### config.mk
export PLATFORM = sky130hd
export DESIGN_NAME = ex_operand_stage
export DESIGN_NICKNAME = d
export VERILOG_FILES = /design/src/rtl/ex_operand_stage.sv
export SDC_FILE = /design/constraint.sdc
export NUM_CORES = 1
export LEC_CHECK = 0
export CORE_MARGIN = 2
export CORE_UTILIZATION = 24
export DETAILED_ROUTE_END_ITERATION = 8
export PLACE_DENSITY = 0.62
export SLEW_MARGIN = 10
export SYNTH_ARGS = -nofsm -noshare
export SYNTH_HDL_FRONTEND = slang
export SYNTH_SLANG_ARGS = --single-unit
export TNS_END_PERCENT = 50
### constraint.sdc
create_clock -name i_clk -period 3.1 [get_ports i_clk]
set_input_delay 0.775 -clock i_clk [delete_from_list [all_inputs] [get_ports i_clk]]
set_output_delay 0.775 -clock i_clk [all_outputs]
set_load 0.05 [all_outputs]
### src/rtl/ex_operand_stage.sv
// ID/EX pipeline register with EX/MEM and MEM/WB operand forwarding.
// Holds one EX entry and presents forwarded ALU operands, control and load-use detection.
module ex_operand_stage (
    input  logic        i_clk,
    input  logic        i_rst,
    input  logic        i_stall,
    input  logic        i_flush,
    input  logic        i_id_valid,
    input  logic [31:0] i_id_rs_data,
    input  logic [31:0] i_id_rt_data,
    input  logic [4:0]  i_id_rs,
    input  logic [4:0]  i_id_rt,
    input  logic [4:0]  i_id_dst,
    input  logic [15:0] i_id_imm,
    input  logic [4:0]  i_id_shamt,
    input  logic [3:0]  i_id_aluc,
    input  logic        i_id_alusrc,
    input  logic        i_id_sext,
    input  logic        i_id_shift,
    input  logic        i_id_vshift,
    input  logic        i_id_regwrite,
    input  logic        i_id_memread,
    input  logic        i_id_memwrite,
    input  logic        i_mem_regwrite,
    input  logic [4:0]  i_mem_dst,
    input  logic [31:0] i_mem_result,
    input  logic        i_wb_regwrite,
    input  logic [4:0]  i_wb_dst,
    input  logic [31:0] i_wb_result,
    output logic        o_valid,
    output logic [31:0] o_r,
    output logic [31:0] o_s,
    output logic [3:0]  o_aluc,
    output logic [31:0] o_store_data,
    output logic [4:0]  o_dst,
    output logic        o_regwrite,
    output logic        o_memread,
    output logic        o_memwrite,
    output logic [1:0]  o_fwd_r,
    output logic [1:0]  o_fwd_s,
    output logic        o_load_use
);

    localparam logic [1:0] SEL_REG = 2'd0;
    localparam logic [1:0] SEL_MEM = 2'd1;
    localparam logic [1:0] SEL_WB  = 2'd2;

    logic        r_vld_p1;
    logic [31:0] r_rs_data_p1;
    logic [31:0] r_rt_data_p1;
    logic [4:0]  r_rs_p1;
    logic [4:0]  r_rt_p1;
    logic [4:0]  r_dst_p1;
    logic [15:0] r_imm_p1;
    logic [4:0]  r_shamt_p1;
    logic [3:0]  r_aluc_p1;
    logic        r_alusrc_p1;
    logic        r_sext_p1;
    logic        r_shift_p1;
    logic        r_vshift_p1;
    logic        r_regwrite_p1;
    logic        r_memread_p1;
    logic        r_memwrite_p1;

    logic [1:0]         w_sel_rs;
    logic [1:0]         w_sel_rt;
    logic [31:0]        w_fwd_rs;
    logic [31:0]        w_fwd_rt;
    logic signed [31:0] w_imm_ext;

    // MEM is the younger producer, so it wins over WB; $0 is hardwired and never forwarded.
    function automatic logic [1:0] fwd_sel(input logic [4:0] idx, input logic mem_we,
                                           input logic [4:0] mem_dst, input logic wb_we,
                                           input logic [4:0] wb_dst);
        logic [1:0] sel;
        sel = SEL_REG;
        if (idx != 5'd0 && mem_we && mem_dst == idx)
            sel = SEL_MEM;
        else if (idx != 5'd0 && wb_we && wb_dst == idx)
            sel = SEL_WB;
        return sel;
    endfunction

    function automatic logic signed [31:0] ext_imm(input logic [15:0] imm, input logic sext);
        logic signed [31:0] v;
        if (sext)
            v = $signed({{16{imm[15]}}, imm});
        else
            v = $signed({16'b0, imm});
        return v;
    endfunction

    always_comb begin
        w_sel_rs = fwd_sel(r_rs_p1, i_mem_regwrite, i_mem_dst, i_wb_regwrite, i_wb_dst);
        w_sel_rt = fwd_sel(r_rt_p1, i_mem_regwrite, i_mem_dst, i_wb_regwrite, i_wb_dst);
        case (w_sel_rs)
            SEL_MEM: w_fwd_rs = i_mem_result;
            SEL_WB:  w_fwd_rs = i_wb_result;
            default: w_fwd_rs = r_rs_data_p1;
        endcase
        case (w_sel_rt)
            SEL_MEM: w_fwd_rt = i_mem_result;
            SEL_WB:  w_fwd_rt = i_wb_result;
            default: w_fwd_rt = r_rt_data_p1;
        endcase
        w_imm_ext = ext_imm(r_imm_p1, r_sext_p1);
    end

    // ---- ID -> EX register boundary ----
    always_ff @(posedge i_clk) begin
        if (i_rst) begin
            r_vld_p1      <= 1'b0;
            r_regwrite_p1 <= 1'b0;
            r_memread_p1  <= 1'b0;
            r_memwrite_p1 <= 1'b0;
            r_rs_data_p1  <= '0;
            r_rt_data_p1  <= '0;
            r_rs_p1       <= '0;
            r_rt_p1       <= '0;
            r_dst_p1      <= '0;
            r_imm_p1      <= '0;
            r_shamt_p1    <= '0;
            r_aluc_p1     <= '0;
            r_alusrc_p1   <= 1'b0;
            r_sext_p1     <= 1'b0;
            r_shift_p1    <= 1'b0;
            r_vshift_p1   <= 1'b0;
        end else if (i_flush) begin
            r_vld_p1      <= 1'b0;
            r_regwrite_p1 <= 1'b0;
            r_memread_p1  <= 1'b0;
            r_memwrite_p1 <= 1'b0;
        end else if (i_stall) begin
            // Capture forwarded operands so they survive the producer retiring mid-stall.
            r_rs_data_p1  <= w_fwd_rs;
            r_rt_data_p1  <= w_fwd_rt;
        end else begin
            r_vld_p1      <= i_id_valid;
            r_regwrite_p1 <= i_id_regwrite;
            r_memread_p1  <= i_id_memread;
            r_memwrite_p1 <= i_id_memwrite;
            r_rs_data_p1  <= i_id_rs_data;
            r_rt_data_p1  <= i_id_rt_data;
            r_rs_p1       <= i_id_rs;
            r_rt_p1       <= i_id_rt;
            r_dst_p1      <= i_id_dst;
            r_imm_p1      <= i_id_imm;
            r_shamt_p1    <= i_id_shamt;
            r_aluc_p1     <= i_id_aluc;
            r_alusrc_p1   <= i_id_alusrc;
            r_sext_p1     <= i_id_sext;
            r_shift_p1    <= i_id_shift;
            r_vshift_p1   <= i_id_vshift;
        end
    end

    // ---- EX operand outputs ----
    always_comb begin
        o_valid      = r_vld_p1;
        o_aluc       = r_aluc_p1;
        o_dst        = r_dst_p1;
        o_regwrite   = r_vld_p1 & r_regwrite_p1;
        o_memread    = r_vld_p1 & r_memread_p1;
        o_memwrite   = r_vld_p1 & r_memwrite_p1;
        o_store_data = w_fwd_rt;
        o_fwd_s      = w_sel_rt;
        if (r_shift_p1) begin
            o_r     = {27'b0, r_shamt_p1};
            o_fwd_r = SEL_REG;
        end else if (r_vshift_p1) begin
            o_r     = {27'b0, w_fwd_rs[4:0]};
            o_fwd_r = w_sel_rs;
        end else begin
            o_r     = w_fwd_rs;
            o_fwd_r = w_sel_rs;
        end
        o_s        = r_alusrc_p1 ? w_imm_ext : w_fwd_rt;
        o_load_use = o_valid & o_memread & (o_dst != 5'd0) &
                     ((o_dst == i_id_rs) | (o_dst == i_id_rt));
    end

endmodule

### Yosys cells after proc, flatten, opt, wreduce, memory -nomap -nowiden

Cells that the tools add are included.

* equal/unequal tests: 10
* mux-type cells: 13
* bitwise gates (word level): 9
* reductions and logical operators: 13

Operators with widths (count)
* $mux W32: 6
* $pmux W32 S2: 2
* $eq A5 B5 Y1: 6
* $reduce_bool A5 Y1: 3
* $mux W2: 5
* $logic_and A1 B1 Y1: 8
* $and A1 B1 Y1: 6
* $eq A2 B1 Y1 const B: 2
* $eq A2 B2 Y1 const B: 2
* $not A1 Y1: 2
* $reduce_and A2 Y1: 1
* $reduce_or A2 Y1: 1
* $or A1 B1 Y1: 1

* flip-flop bits (word level): 112
* input port bits: 192
* word-level logic and storage cells: 61

### Logic depth before layout (Yosys ltp)

* depth after elaboration: 9
* gate-level depth with buffers: 8
* gate-level depth less buffers: 6

### Least setup slack after synthesis

Ideal clock, no wire load.

* path type: input to output
* start: input i_mem_dst[4]
* end: output o_s[23]
* data arrival time: 3280 ps
* setup slack: -955 ps
* stages: 8
* buffers on the path: 2
* path through: xnor2_1 -> nand4_1 -> or2_2 -> buf_2 -> inv_1 -> buf_2 -> a221oi_2 -> o31ai_1

* word-level cells in the longest chain between the ends: 6

RTL lines
* start: declaration: RTL line 25 `input logic [4:0] i_mem_dst,`
* $eq A5 B5 Y1 (*): RTL line 77 `if (idx != 5'd0 && mem_we && mem_dst == idx)`
* $logic_and A1 B1 Y1 (*): RTL line 77
* $mux W2 (*): RTL line 77
* named net o_fwd_s[0]: RTL line 40 `output logic [1:0] o_fwd_s,`
* $eq A2 B2 Y1 or $eq A2 B1 Y1 (tied branches): RTL line 101 `case (w_sel_rt)`
* $pmux W32 S2 (*): RTL line 101
* $mux W32 (*): RTL line 177 `o_s = r_alusrc_p1 ? w_imm_ext : w_fwd_rt;`
* end: declaration: RTL line 32 `output logic [31:0] o_s,`

Mark *: on every way through the listed nets, which the timed path passes. The rest lies on a longest branch.

### Final worst setup path

* start: input i_wb_dst[2]
* end: output o_store_data[17]

* word-level cells in the longest chain between the ends: 6

RTL lines
* start: declaration: RTL line 28 `input logic [4:0] i_wb_dst,`
* $eq A5 B5 Y1 (*): RTL line 79 `else if (idx != 5'd0 && wb_we && wb_dst == idx)`
* $logic_and A1 B1 Y1 (*): RTL line 79
* $mux W2 (*): RTL line 79
* $mux W2 (*): RTL line 77
* $eq A2 B2 Y1 or $eq A2 B1 Y1 (tied branches): RTL line 101
* $pmux W32 S2 (*): RTL line 101
* end: declaration: RTL line 34 `output logic [31:0] o_store_data,`

Mark *: on every way between the ends. The rest lies on a longest branch, timed or not.

==> impl_metrics.env <==
export IMPL_outcome="complete, but fails checks"
export IMPL_violations="setup timing"
export IMPL_p_per_area_nw_per_um2=318.8
export IMPL_num_vias=8533
export IMPL_numCtsBuffers=9
export IMPL_ys_warnings_count=0
export IMPL_fin_crit_sh=1.192
export IMPL_wire_per_inst_um=20.84
export IMPL_worst_slew_pin_slew_ps=998.7
export IMPL_path_delay_family="simple AND/OR/NAND/NOR gates"
export IMPL_critPathSlowestCell="or4b_4"
export IMPL_rsz0062_at_grt="true"
export IMPL_path_class="in2out"
export IMPL_portBuffers=305
export IMPL_fin_worst_skew_ps=15.61
export IMPL_drive_gt1_frac=0.4088
export IMPL_setup_viol=99
export IMPL_dpl_cell_count=1643
export IMPL_end_kind="primary output"
export IMPL_finalMaxSlewViolations=0
export IMPL_fin_crit_ps=3695
export IMPL_nFillCells=2527
export IMPL_grt_pass1_vias=8723
export IMPL_gp_congestion=0.8356
export IMPL_hold_class="reg2reg"
export IMPL_synth_edf_count=0
export IMPL_max_freq_mhz=270.6
export IMPL_ys_types=36
export IMPL_max_cap_viol_count=0
export IMPL_cts_sinks=112
export IMPL_die_h_um=171.3
export IMPL_antenna_found_initial=2
export IMPL_crit_chain="buf_8 -> xor2_4 -> or4b_4 -> or3_4 -> buf_12 -> a221oi_4 -> buf_6 -> nor2_4 -> buf_8"
export IMPL_grt_pass1_wl_mm=52.32
export IMPL_met2_length_mm=17.53
export IMPL_drt_iter0_markers=377
export IMPL_grt_usage=0.2339
export IMPL_timing_critical_path_buf_inv=4
export IMPL_overflow=0
export IMPL_area_sequential_um2=2251
export IMPL_fp_coreArea_um2=27710
export IMPL_ys_top_cells_by_count="nand2_1 (114), dfxtp_1 (112), o31ai_1 (91)"
export IMPL_firstDrtPassIters=5
export IMPL_setup_slack_ps=-595.2
export IMPL_slew_headroom=0.3342
export IMPL_whs_ps=457.3
export IMPL_clk_latency_ps=360
export IMPL_cts_max_level=3
export IMPL_syn_area_per_cell_um2=7.783
export IMPL_syn_num_nets=1055
export IMPL_crit_top_cell="buf_8"
export IMPL_clk_pin_slew_worst_paths_ps=80
export IMPL_fin_setup_tns_ps=-36840
export IMPL_highest_layer="met5"
export IMPL_yosysSeqAreaShare=0.3338
export IMPL_grt_max_degree=65
export IMPL_synth_flop_cell="dfxtp_1"
export IMPL_p_leak_nw=5.486
export IMPL_finalPower_w=0.004647
export IMPL_synth_most_common_cell="nand2_1"
export IMPL_drc=0
export IMPL_cts_buffer_depth=2
export IMPL_syn_area_um2=6716
export IMPL_cp_data_arrival_time_ps=2920
export IMPL_antenna_left=0
export IMPL_wirelength_met1_mm=14.52
export IMPL_wl_met3_mm=2.385
export IMPL_synth_largest_area_cell="dfxtp_1"
export IMPL_ir_drop_mv=0.3111
export IMPL_synth_top_area_frac=0.3338
export IMPL_syn2layout_area_growth_pct=117.0
export IMPL_cpPeakStageDelay_ps=530
export IMPL_instances_no_fill=1691
export IMPL_start_util=0.2424
export IMPL_multi_input_area_um2=6086
export IMPL_synthArstFlopShare=0
export IMPL_ios=306
export IMPL_hold_viol_final=0
export IMPL_worstPathRequired_ps=2320
export IMPL_clockRootBuffer="clkbuf_16"
export IMPL_post_dp_hpwl_mm=25.35
export IMPL_cts_tree="built"
export IMPL_syn_inst=863
export IMPL_fin_util=0.5260
export IMPL_vias_per_cell=5.046
export IMPL_cp_max_fo=6
export IMPL_ys_ff_latch=112
export IMPL_drt_total_wl_mm=35.23
export IMPL_final_nets=1498
export IMPL_row_count=61
export IMPL_chipWidth_um=171.3
export IMPL_synthTopCellsByArea="dfxtp_1 (33%), o31ai_1 (10%), nand2_1 (6.4%), a22oi_1 (6.0%), and2_1 (4.7%)"
export IMPL_die_area_um2=29340
export IMPL_cp_start_kind="input pin"
through the flow:
step / cell area [µm²] / worst slack [ps]
after CTS: 14190 / -630.0
after detailed placement: 13020 / -1168
after floorplan: 8346 / -308.1
after global placement: 13020 / -1146
final: 14570 / -595.2
after global routing: 14570 / -644.4
final cells by class:
type / instances / area share
Inverter: 1 / 0.0004293
Multi-Input combinational cell: 664 / 0.4176
Clock buffer: 9 / 0.01545
Sequential cell: 112 / 0.1544
Antenna cell: 2 / 0.0003434
Timing Repair Buffer: 518 / 0.3721
Clock inverter: 7 / 0.007212
Tap cell: 378 / 0.03245
power breakdown:
part	leakage (nW)	switching, W	total, W	internal (W)
Sequential	0.918	0.0000764	0.00159	0.00151
Clock	0.162	0.000666	0.00133	0.000664
Combinational	4.41	0.000909	0.00173	0.000820
layer usage:
metal  global-route usage  vias up
met3              0.05683       49
li1                     -     4107
met2               0.4129      276
met5                    0        -
met4              0.05785        2
met1               0.2849     4099
what timing repair did:
action                                  in CTS  in global routing
gates resized for setup                    180                 55
gates cloned                                 4                  2
endpoints found under the setup margin     100                100
hold buffers                                 0                  0
buffers inserted                            15                 15
pin swaps                                   73                 48
tightest hold or removal path: cells and delay by family (launching register included):
kind / cells / cell delay (ps)
AOI/OAI and AO/OA: 1 / 50
and+or+nand+nor: 1 / 50
DFF: 1 / 310
final timing paths:
| kind | from | to | slack (ps) | depth (start not counted) |
|---|---|---|---|---|
| worst min register to register | r_shamt_p1[2]$_SDFFE_PP0P_ | r_shamt_p1[2]$_SDFFE_PP0P_ | 460 | 2 |
| worst max-delay path | i_wb_dst[2] | o_store_data[17] | -600 | 9 |
| worst min-delay path | r_shamt_p1[2]$_SDFFE_PP0P_ | r_shamt_p1[2]$_SDFFE_PP0P_ | 460 | 2 |
| worst max register to register | r_rt_p1[2]$_SDFFE_PP0P_ | r_rt_data_p1[20]$_SDFFE_PP0N_ | 600 | 7 |
sequential cells by signal, summed over array words and instances, names as in the netlist:
register	cells
o_aluc	4
r_rt_data_p1	32
r_memwrite_p1	1
r_regwrite_p1	1
r_imm_p1	16
r_alusrc_p1	1
r_memread_p1	1
r_rt_p1	5
r_shift_p1	1
o_valid	1
o_dst	5
r_shamt_p1	5
r_vshift_p1	1
r_rs_data_p1	32
r_rs_p1	5
r_sext_p1	1
logic make-up after synthesis:
group                     Yosys count  share of synthesized area
and+or+nand+nor                   344                     0.2349
AOI/OAI and AO/OA                 278                     0.3191
DFF                               112                     0.3338
buffers and inverters              87                    0.05290
xor gates and xnor gates           28                    0.03651
muxes                              14                    0.02273
cells in the final DEF, fill, tap and decap left out, drive strengths merged, types with 4 or more instances in the layout:
| master | count |
|---|---|
| a211oi | 10 |
| a21o | 10 |
| a21oi | 45 |
| a221oi | 44 |
| a22o | 10 |
| a22oi | 54 |
| a31oi | 10 |
| and2 | 50 |
| buf | 316 |
| clkbuf | 13 |
| clkdlybuf4s15 | 5 |
| clkdlybuf4s50 | 191 |
| dfxtp | 112 |
| inv | 5 |
| mux2 | 10 |
| mux2i | 4 |
| nand2 | 114 |
| nand3 | 15 |
| nor2 | 83 |
| nor3 | 55 |
| nor4 | 12 |
| o31ai | 91 |
| or2 | 6 |
| xnor2 | 16 |
| xor2 | 12 |
Note: power is estimated with default switching activity, not from simulation.
